$ cat src/rtl/dac_frame_feeder.sv
// Stereo sample FIFO feeding the I2S serializer. Generates BCLK/DACLRC from CLK and
// loads a new left/right word pair once per frame, emitting a silent frame on underrun.
module dac_frame_feeder #(
  parameter int DATA_WIDTH  = 16,
  parameter int FIFO_DEPTH  = 8,
  parameter int BCLK_DIV    = 4,
  parameter int BITS_PER_CH = 32
) (
  input  logic                            CLK,
  input  logic                            RST_N,
  input  logic [DATA_WIDTH-1:0]           in_left,
  input  logic [DATA_WIDTH-1:0]           in_right,
  input  logic                            in_valid,
  output logic                            in_ready,
  output logic                            BCLK,
  output logic                            DACLRC,
  output logic [DATA_WIDTH-1:0]           left_data,
  output logic [DATA_WIDTH-1:0]           right_data,
  output logic                            underrun,
  output logic [$clog2(FIFO_DEPTH):0]     fifo_level
);

  localparam int PW  = (FIFO_DEPTH > 1) ? $clog2(FIFO_DEPTH) : 1;
  localparam int LW  = $clog2(FIFO_DEPTH) + 1;
  localparam int DCW = (BCLK_DIV > 1) ? $clog2(BCLK_DIV) : 1;
  localparam int BCW = (BITS_PER_CH > 1) ? $clog2(BITS_PER_CH) : 1;

  localparam logic [DCW-1:0] DIV_LAST = DCW'(BCLK_DIV - 1);
  localparam logic [BCW-1:0] BIT_LAST = BCW'(BITS_PER_CH - 1);
  localparam logic [LW-1:0]  LVL_FULL = LW'(FIFO_DEPTH);

  logic [DCW-1:0] div_cnt;
  logic [BCW-1:0] bit_cnt;
  logic [PW-1:0]  wr_ptr;
  logic [PW-1:0]  rd_ptr;
  logic [2*DATA_WIDTH-1:0] mem [FIFO_DEPTH];

  logic toggle;
  logic fall_evt;
  logic rise_evt;
  logic bit_last;
  logic load;
  logic fifo_empty;
  logic wr_en;
  logic pop;

  assign toggle     = (div_cnt == DIV_LAST);
  assign fall_evt   = toggle && BCLK;
  assign rise_evt   = toggle && !BCLK;
  assign bit_last   = (bit_cnt == BIT_LAST);
  // Last BCLK rise of the right slot: one BCLK half-period before DACLRC falls.
  assign load       = rise_evt && DACLRC && bit_last;

  assign fifo_empty = (fifo_level == '0);
  // Registered level only, so no path from in_valid to in_ready.
  assign in_ready   = (fifo_level != LVL_FULL);
  assign wr_en      = in_valid && in_ready;
  assign pop        = load && !fifo_empty;

  always_ff @(posedge CLK or negedge RST_N) begin
    if (!RST_N) begin
      div_cnt <= '0;
      BCLK    <= 1'b0;
    end else if (toggle) begin
      div_cnt <= '0;
      BCLK    <= ~BCLK;
    end else begin
      div_cnt <= div_cnt + DCW'(1);
    end
  end

  always_ff @(posedge CLK or negedge RST_N) begin
    if (!RST_N) begin
      bit_cnt <= '0;
      DACLRC  <= 1'b0;
    end else if (fall_evt) begin
      if (bit_last) begin
        bit_cnt <= '0;
        DACLRC  <= ~DACLRC;
      end else begin
        bit_cnt <= bit_cnt + BCW'(1);
      end
    end
  end

  always_ff @(posedge CLK) begin
    if (wr_en) begin
      mem[wr_ptr] <= {in_left, in_right};
    end
  end

  always_ff @(posedge CLK or negedge RST_N) begin
    if (!RST_N) begin
      wr_ptr     <= '0;
      rd_ptr     <= '0;
      fifo_level <= '0;
    end else begin
      if (wr_en) wr_ptr <= wr_ptr + PW'(1);
      if (pop)   rd_ptr <= rd_ptr + PW'(1);
      case ({wr_en, pop})
        2'b10:   fifo_level <= fifo_level + LW'(1);
        2'b01:   fifo_level <= fifo_level - LW'(1);
        default: fifo_level <= fifo_level;
      endcase
    end
  end

  // A write landing in the load cycle of an empty FIFO is not bypassed: zeros go out.
  always_ff @(posedge CLK or negedge RST_N) begin
    if (!RST_N) begin
      left_data  <= '0;
      right_data <= '0;
      underrun   <= 1'b0;
    end else begin
      underrun <= load && fifo_empty;
      if (load) begin
        if (fifo_empty) begin
          left_data  <= '0;
          right_data <= '0;
        end else begin
          {left_data, right_data} <= mem[rd_ptr];
        end
      end
    end
  end

endmodule

$ cat config.mk
export PLATFORM = sky130hd
export DESIGN_NAME = dac_frame_feeder
export DESIGN_NICKNAME = d
export VERILOG_FILES = /design/src/rtl/dac_frame_feeder.sv
export SDC_FILE = /design/constraint.sdc
export NUM_CORES = 1
export LEC_CHECK = 0
export BUFFER_PORTS_ARGS = -buffer_cell sky130_fd_sc_hd__buf_2
export CAP_MARGIN = 25
export CORE_MARGIN = 5
export CORE_UTILIZATION = 35
export DETAILED_ROUTE_END_ITERATION = 10
export GPL_TIMING_DRIVEN = 1
export PLACE_DENSITY = 0.58
export SLEW_MARGIN = 20
export SYNTH_ARGS = -nofsm -noshare
export SYNTH_HDL_FRONTEND = slang
export SYNTH_SLANG_ARGS = --single-unit
$ cat constraint.sdc
create_clock -name CLK -period 4.6 [get_ports CLK]
set_clock_uncertainty 0.1 [all_clocks]
set_input_delay 1.38 -clock CLK [delete_from_list [all_inputs] [get_ports CLK]]
set_output_delay 1.38 -clock CLK [all_outputs]
set_load 0.1 [all_outputs]
# Word-level counts from Yosys, hierarchy flattened
# Memory sizes are Yosys's and may differ from the RTL's.
# Index checks and enable logic that the tools add are counted.
op_classes:
  bitwise: 2
  add_sub_neg: 6
  n_eq_ne: 5
  n_mux: 7
  n_reduce_logical: 12
op_table:
  columns: ["operator", "n"]
  rows:
  - ["2-to-1 mux 16 bit", 2]
  - ["case mux 4 bit (2 select lines)", 1]
  - ["logical AND 1 bit", 7]
  - ["adder 3 x 1 -> 3 bit (second input constant)", 2]
  - ["adder 5 x 1 -> 5 bit (second input constant)", 1]
  - ["== test 5 bit (second input constant)", 1]
  - ["2-to-1 mux 5 bit", 1]
  - ["adder 4 x 1 -> 4 bit (second input constant)", 1]
  - ["== test 2 bit (second input constant)", 2]
  - ["zero test 4 bit", 1]
  - ["inequality test 4 bit (second input constant)", 1]
  - ["subtractor 4 x 1 -> 4 bit (second input constant)", 1]
  - ["adder 2 x 1 -> 2 bit (second input constant)", 1]
  - ["== test 2 x 1 -> 1 bit (second input constant)", 1]
  - ["zero test 1 bit", 2]
  - ["2-to-1 mux 1 bit", 2]
  - ["2-to-1 mux 2 bit", 1]
  - ["inverter 1 bit", 2]
  - ["AND reduction 2 bit", 1]
  - ["nonzero test 2 bit", 1]
totals:
  input_bits: 35
  ram_bits: 256
  mem_count: 1
  wordCells: 43
  regBits: 52
  out_inout_bits: 40
memory_table:
  columns: ["name", "words", "word_bits", "read_ports", "rd_clocked_by_memory_dff", "write_ports", "line", "text"]
  rows:
  - ["mem", 8, 32, 1, 0, 1, "36", "logic [2*DATA_WIDTH-1:0] mem [FIFO_DEPTH];"]

# Longest topological paths before layout
# Gate-level depths: netlist (run 1).
depth:
  word_depth: 7
  depth_mapped: 14
  ltp_nobuf: 13

# Least setup slack after synthesis (run 1)
# OpenSTA, ideal clock, no wires.
synth_timing:
  kind: "flip-flop to flip-flop"
  start: "register fifo_level[0]"
  end: "memory mem[0][0] (netlist bit), enable pin"
  synth_period_minus_slack_ps: 4740
  setup_time_ps: 461
  stages_incl_launch_ff: 5
  arrival_ps: 4179
  t_required_ps: 4039
  path_buffers: 0
  slack_ps: -140
  path_cell_list: "dfrtp_1 -> or4b_4 -> nand2_2 -> or2_2 -> nor3_1"
synth_via:
  elab_chain_cells: 4
synth_lines:
  columns: ["element", "line", "text"]
  rows:
  - ["from (decl)", "20", "output logic [$clog2(FIFO_DEPTH):0] fifo_level"]
  - ["from (signal assigned)", "101", "2'b10: fifo_level <= fifo_level + LW'(1);"]
  - ["from (signal assigned)", "102", "2'b01: fifo_level <= fifo_level - LW'(1);"]
  - ["from (signal assigned)", "103", "default: fifo_level <= fifo_level;"]
  - ["inequality test 4 bit", "56", "assign in_ready = (fifo_level != LVL_FULL);"]
  - ["via in_ready", "14", "output logic in_ready,"]
  - ["logical AND 1 bit", "57", "assign wr_en = in_valid && in_ready;"]
  - ["2-to-1 mux 1 bit", "87", "if (wr_en) begin"]
  - ["2-to-1 mux 1 bit (not written as such)", "88", "mem[wr_ptr] <= {in_left, in_right};"]
  - ["to (decl)", "36", null]
# The timed path passes the listed nets, and every way through them passes these cells.

# Worst setup path after layout (run 1)
layout_timing:
  start: "register fifo_level[1]"
  end: "output port in_ready"
layout_via:
  elab_chain_cells: 1
layout_lines:
  columns: ["element", "line"]
  rows:
  - ["inequality test 4 bit", "56"]
  - ["to (decl)", "14"]
# Every way passes these cells.

==> impl_metrics.py, run 1 <==
metrics = {
    "timing": {
        "setup_viol": 0,
        "worst_slack_ns": 1.20,
        "max_freq_mhz": 294,
        "period_share_pct": 74.0,
        "hold_viol": 0,
        "slew_headroom_pct": 31.6,
        "grt_setup_unrepaired": "false",
        "post-route-min-period_ns": 3.40,
        "finalMaxSlewViolations": 0,
        "setup_tns_ns": 0,
        "tightest_slew_ns": 1.03,
    },
    "setup_path": {
        "critPathMaxFanout": 8,
        "cp-startpoint": "fifo_level[1]",
        "setup.worst_path.start_class": "register",
        "crit_type": "reg2out",
        "r2r-start": "bit_cnt[0]",
        "crit_cells": 2,
        "arrival_ns": 1.92,
        "critPathTopFamily": "simple AND/OR/NAND/NOR gates",
        "worst_path_max_delay_cell": "or4b_4",
        "path_cells": "or4b_4, buf_2",
        "cp_slowest_stage_delay_ns": 0.60,
        "end_kind": "primary output",
        "path_buf_inv": 1,
        "r2r_slack_ns": 1.21,
        "required_ns": 3.12,
        "r2r_cells": 14,
    },
    "routing": {
        "routed_via_density": 4.84,
        "firstDrtPassIters": 5,
        "drtIter0Drc": 380,
        "post_drt_wl_per_cell_microns": 20.2,
        "ant_nets": 0,
        "vias": 5488,
        "drc": 0,
        "wl_microns": 22900,
    },
    "floorplanning": {
        "core_sq_um": 33300,
        "die-area_sq_um": 37300,
        "fp-row-count": 67,
        "die_y_microns": 193,
        "die_width_microns": 193,
        "initial_core_util_pct": 35.2,
        "io-pin-count": 75,
    },
    "clocking": {
        "cts_resized": 0,
        "cts_setup_buffers": 0,
        "cts_hold_buf": 0,
        "clockBufferDepth": 3,
        "clock-sinks": 308,
        "cts-buffers-inserted": 30,
        "cts_max_level": 1,
        "cts_root_buf": "clkbuf_16",
        "cts_tree": "done",
        "clkLatencyLatePin_ns": 0.54,
        "clk_pin_slew_worst_paths_ns": 0.06,
    },
    "placed_design": {
        "post-place-ws_ns": 1.22,
        "routabilityCongestion": 0.672,
        "dpl.hpwl_microns": 13500,
        "io_buffer_count": 74,
    },
    "synthesis": {
        "ys_seq_elements": 308,
        "synth_area_leader_cell": "edfxtp_1",
        "synth.most_common_cell": "edfxtp_1",
        "syn_inst": 567,
        "syn-num-nets": 610,
        "synth_seq_area_share_pct": 76.6,
        "synth.area.top_cells": "edfxtp_1 (66%), mux4_2 (12%), dfrtp_1 (11%)",
        "ys.flop_type": "edfxtp_1",
        "synth_top_area_share_pct": 65.5,
        "synth_common_cells": "edfxtp_1 (256), mux4_2 (64), dfrtp_1 (52)",
        "synth.distinct_cells": 36,
        "synthArstFlopShare_pct": 16.9,
        "yosys_warnings": 0,
        "syn_avg_cell_area_sq_um": 20.7,
        "synth_area_sq_um": 11700,
        "synth_edf_count": 256,
    },
    "global_routing": {
        "grt-ovfl-total": 0,
        "grt_usage_pct": 12.5,
        "grt_pass1_wl_microns": 35900,
        "grt_pass1_vias": 6024,
        "grt_max_degree": 67,
        "antenna_found_initial": 3,
    },
    "layout": {
        "utilization_pct": 41.0,
        "nFillCells": 2943,
        "diodes": 0,
        "syn_to_final_growth_pct": 16.2,
        "drive_gt1_share_pct": 31.9,
        "nets": 706,
        "multi_input_area_sq_um": 2610,
        "seqCellArea_sq_um": 9000,
    },
    "worst_hold_path": {
        "min_path_type": "reg2reg",
        "hold_depth": 1,
        "hold_path_startpoint": "div_cnt[0]",
    },
    "pwr": {
        "total_leakage_power_nw": 4.59,
        "p_total_w": 0.00657,
        "cellPowerDensity_nw_per_um2": 482,
        "ir_drop_mv": 0.307,
    },
    "status": {
        "status": "finished clean",
    },
    "run": {
        "maxCapViolations": 0,
    },
}
## through the flow
stage	area, sq um	instances	hold WS, ns
detailed placement	12600	1078	0.331
CTS	13600	1134	0.347
floorplan	11700	567	0.310
global route	13600	1135	0.361
global placement	12600	1078	0.318
finish	13600	1135	0.345
## final cells by class
class                   instances  share of cell area (%)
inverters                       1                  0.0275
repair buffers                 89                    3.69
multi-input cells             233                    19.2
clock buffers                  46                    6.40
clock inverters                10                   0.624
well taps                     448                    4.11
flip-flops and latches        308                    66.0
## cell usage in the layout, fill, tap and decap left out, types with 2 or more instances in the layout
cell type | Yosys | layout
clkbuf_16 | 0 | 31
xor2_1 | 4 | 4
clkbuf_1 | 5 | 11
nand2_1 | 41 | 41
mux2_2 | 4 | 4
xnor2_1 | 6 | 6
clkinvlp_4 | 0 | 2
nand2_2 | 2 | 2
nand3_1 | 4 | 4
dfrtp_4 | 0 | 2
buf_4 | 1 | 14
mux2i_1 | 32 | 32
nor2_4 | 0 | 6
clkinv_2 | 0 | 5
nand2b_1 | 4 | 4
buf_2 | 9 | 74
o21ai_0 | 5 | 5
o21ai_1 | 32 | 32
clkbuf_8 | 0 | 4
ha_1 | 8 | 8
mux4_2 | 64 | 64
nor2_1 | 11 | 5
dfrtp_1 | 52 | 49
edfxtp_1 | 256 | 256
## per-layer routing
metal  track usage [%]  vias to the layer above  routed length [microns]
li1                  -                     2476                        -
met1              15.9                     2841                     9390
met2              22.1                      128                    11700
met3              2.88                       37                     1330
met4              2.91                        6                      387
met5                 0                        -                       41
## power by group
group / internal, W / leakage, nW / total, W / switching [W]
logic: 0.000205 / 1.11 / 0.000726 / 0.000521
registers: 0.00339 / 3.02 / 0.00351 / 0.000115
clock network: 0.00136 / 0.465 / 0.00234 / 0.000975
total: 0.00496 / 4.59 / 0.00657 / 0.00161
## kinds of logic (layout without fill, tap and decap cells)
logic type	Yosys count	after routing	synth area share [%]
flops	308	308	76.6
simple gates	75	75	3.00
fa+ha+maj	8	8	0.853
buf+inv	26	146	1.61
mux	100	100	15.4
compound gates	40	40	1.75
xor+xnor	10	10	0.747
## final timing paths
kind	endpoint
worst max-delay path	in_ready
max in group asynchronous	rd_ptr[0]
worst min-delay path	div_cnt[0]
worst max register to register	fifo_level[2]
min in group asynchronous	DACLRC
worst min register to register	div_cnt[0]
## flip-flops by register name (all words and copies together), names as in the netlist
| register | cells |
|---|---|
| wr_ptr | 3 |
| BCLK | 1 |
| DACLRC | 1 |
| left_data | 16 |
| div_cnt | 2 |
| fifo_level | 4 |
| rd_ptr | 3 |
| mem | 256 |
| underrun | 1 |
| bit_cnt | 5 |
| right_data | 16 |
## worst reg2reg max path, cell delays in order (launching register included)
cell and delay (ns):
dfrtp_1 0.42, ha_1 0.24, and3_1 0.20, ha_1 0.26
nand4b_1 0.15, nand2b_2 0.13, buf_4 0.42, inv_2 0.13
ha_1 0.29, xor2_1 0.18, ha_1 0.19, a21oi_1 0.14
xor2_1 0.19, nor2_1 0.08, xor2_1 0.15
(Power assumes the default switching activity.)
==> inputs of run 2 (changes only) <==
Settings changed: PLACE_DENSITY 0.58 to 0.6.
Clock period 4.6 ns to 3.1 ns, I/O delays scaled along.
==> run 2 against run 1 <==
Net effect: non-clock buffer count up 8; cell count up 0.79%; critical path depth unchanged; clock power up 48%; wire length up 4.5%; sequential power up 49%; register-to-register slack worse by 0.92 ns; design area up 0.62%; utilization up 0.25 points.
==> impl_metrics.py, run 2 (synthesized netlist as in run 1, its figures left out) <==
metrics = {
    "status": {
        "status": "finished clean",
    },
    "floorplanning": {
        "core_sq_um": 33300,
        "die_width_microns": 193,
        "fp-row-count": 67,
        "die_y_microns": 193,
        "initial_core_util_pct": 35.2,
        "die-area_sq_um": 37300,
        "io-pin-count": 75,
    },
    "global_routing": {
        "grt_pass1_wl_microns": 37300,
        "antenna_found_initial": 3,
        "grt_usage_pct": 13.1,
        "grt_pass1_vias": 6170,
        "grt_max_degree": 67,
        "grt-ovfl-total": 0,
    },
    "setup_path": {
        "path_cells": "or4b_4, buf_2",
        "worst_path_max_delay_cell": "or4b_4",
        "arrival_ns": 1.92,
        "critPathMaxFanout": 8,
        "crit_type": "reg2out",
        "setup.worst_path.start_class": "register",
        "end_kind": "primary output",
        "cp_slowest_stage_delay_ns": 0.59,
        "required_ns": 2.07,
    },
    "clocking": {
        "cts_max_level": 1,
        "cts_tree": "done",
        "cts_setup_buffers": 0,
        "clockBufferDepth": 3,
        "cts_hold_buf": 0,
        "cts-buffers-inserted": 31,
        "cts_root_buf": "clkbuf_16",
        "clkLatencyLatePin_ns": 0.55,
        "clock-sinks": 308,
        "cts_resized": 0,
        "clk_pin_slew_worst_paths_ns": 0.06,
    },
    "layout": {
        "final_cell_mix": "edfxtp_1 (256), buf_2 (74), mux4_2 (64)",
        "diodes": 0,
        "nets": 715,
        "reg.largest.list": "mem: 256 flops, left_data: 16 flops, right_data: 16 flops",
        "final_common_cell": "edfxtp_1",
        "nFillCells": 2965,
        "drive_gt1_share_pct": 32.8,
        "syn_to_final_growth_pct": 17.0,
        "fin_cells": 1144,
        "largest_reg_flops": 256,
        "top_register": "mem",
    },
    "routing": {
        "wl_microns": 23900,
        "vias": 5562,
        "drc": 0,
        "routed_via_density": 4.86,
        "ant_nets": 0,
        "firstDrtPassIters": 4,
        "drtIter0Drc": 328,
        "post_drt_wl_per_cell_microns": 20.9,
    },
    "run": {
        "maxCapViolations": 0,
    },
    "timing": {
        "whs_ns": 0.250,
        "hold_viol": 0,
        "tightest_slew_ns": 0.756,
        "setup_viol": 0,
        "slew_headroom_pct": 49.6,
        "post-route-min-period_ns": 2.95,
        "period_share_pct": 95.1,
        "grt_setup_unrepaired": "false",
        "max_freq_mhz": 339,
        "finalMaxSlewViolations": 0,
        "setup_tns_ns": 0,
    },
    "placed_design": {
        "routabilityCongestion": 0.726,
        "io_buffer_count": 74,
        "dp_cells": 1087,
        "dpl.hpwl_microns": 14400,
    },
    "pwr": {
        "ir_drop_mv": 0.553,
        "p_total_w": 0.00980,
        "total_leakage_power_nw": 4.63,
        "cellPowerDensity_nw_per_um2": 715,
    },
    "worst_hold_path": {
        "min_path_type": "in2async",
    },
}
run 2: worst max-delay path: cells and delay by family, from the launching register on:
kind                   cells  cell delay (ns)
and+or+nand+nor            1             0.59
DFF                        1             0.46
buffers and inverters      1             0.32
run 2: per-layer routing:
metal | GRT usage (%) | vias up | wire, microns
li1 | - | 2489 | -
met1 | 17.3 | 2917 | 10200
met2 | 22.9 | 110 | 12200
met3 | 2.56 | 40 | 1140
met4 | 2.75 | 6 | 399
met5 | 0 | - | 33
run 2: path summary, 6_finish.rpt:
check,slack (ns),cells after the start,start,to
setup reg to reg,0.29,11,bit_cnt[0],fifo_level[3]
hold reg to reg,0.33,1,div_cnt[0],div_cnt[0]
min in group CLK,0.33,1,div_cnt[0],div_cnt[0]
setup / recovery,0.15,2,fifo_level[1],in_ready
max in group asynchronous,2.05,2,RST_N,rd_ptr[0]
hold / removal,0.25,1,RST_N,right_data[14]
run 2: where the power goes:
group	total [W]	internal, W	switching, W	leakage, nW
logic	0.00112	0.000323	0.000800	1.16
registers	0.00522	0.00504	0.000182	3.01
clock network	0.00346	0.00199	0.00147	0.461
total	0.00980	0.00735	0.00245	4.63
run 2: final cells by class:
cell class	instances	area (sq um)	share of cell area (%)
Multi-Input combinational cell	233	2620	19.1
Sequential cell	308	9000	65.6
Inverter	1	3.75	0.0274
Tap cell	448	561	4.09
Clock buffer	38	802	5.85
Timing Repair Buffer	97	593	4.32
Clock inverter	19	140	1.02
run 2: per-stage QoR:
step	area (sq um)	util [%]	worst slack, ns
floorplan	11800	-	0.0670
finish	13700	41.2	0.153
CTS	13700	41.2	0.124
detailed placement	12800	38.4	0.308
global route	13700	41.2	0.0568
global placement	12800	38.4	0.378
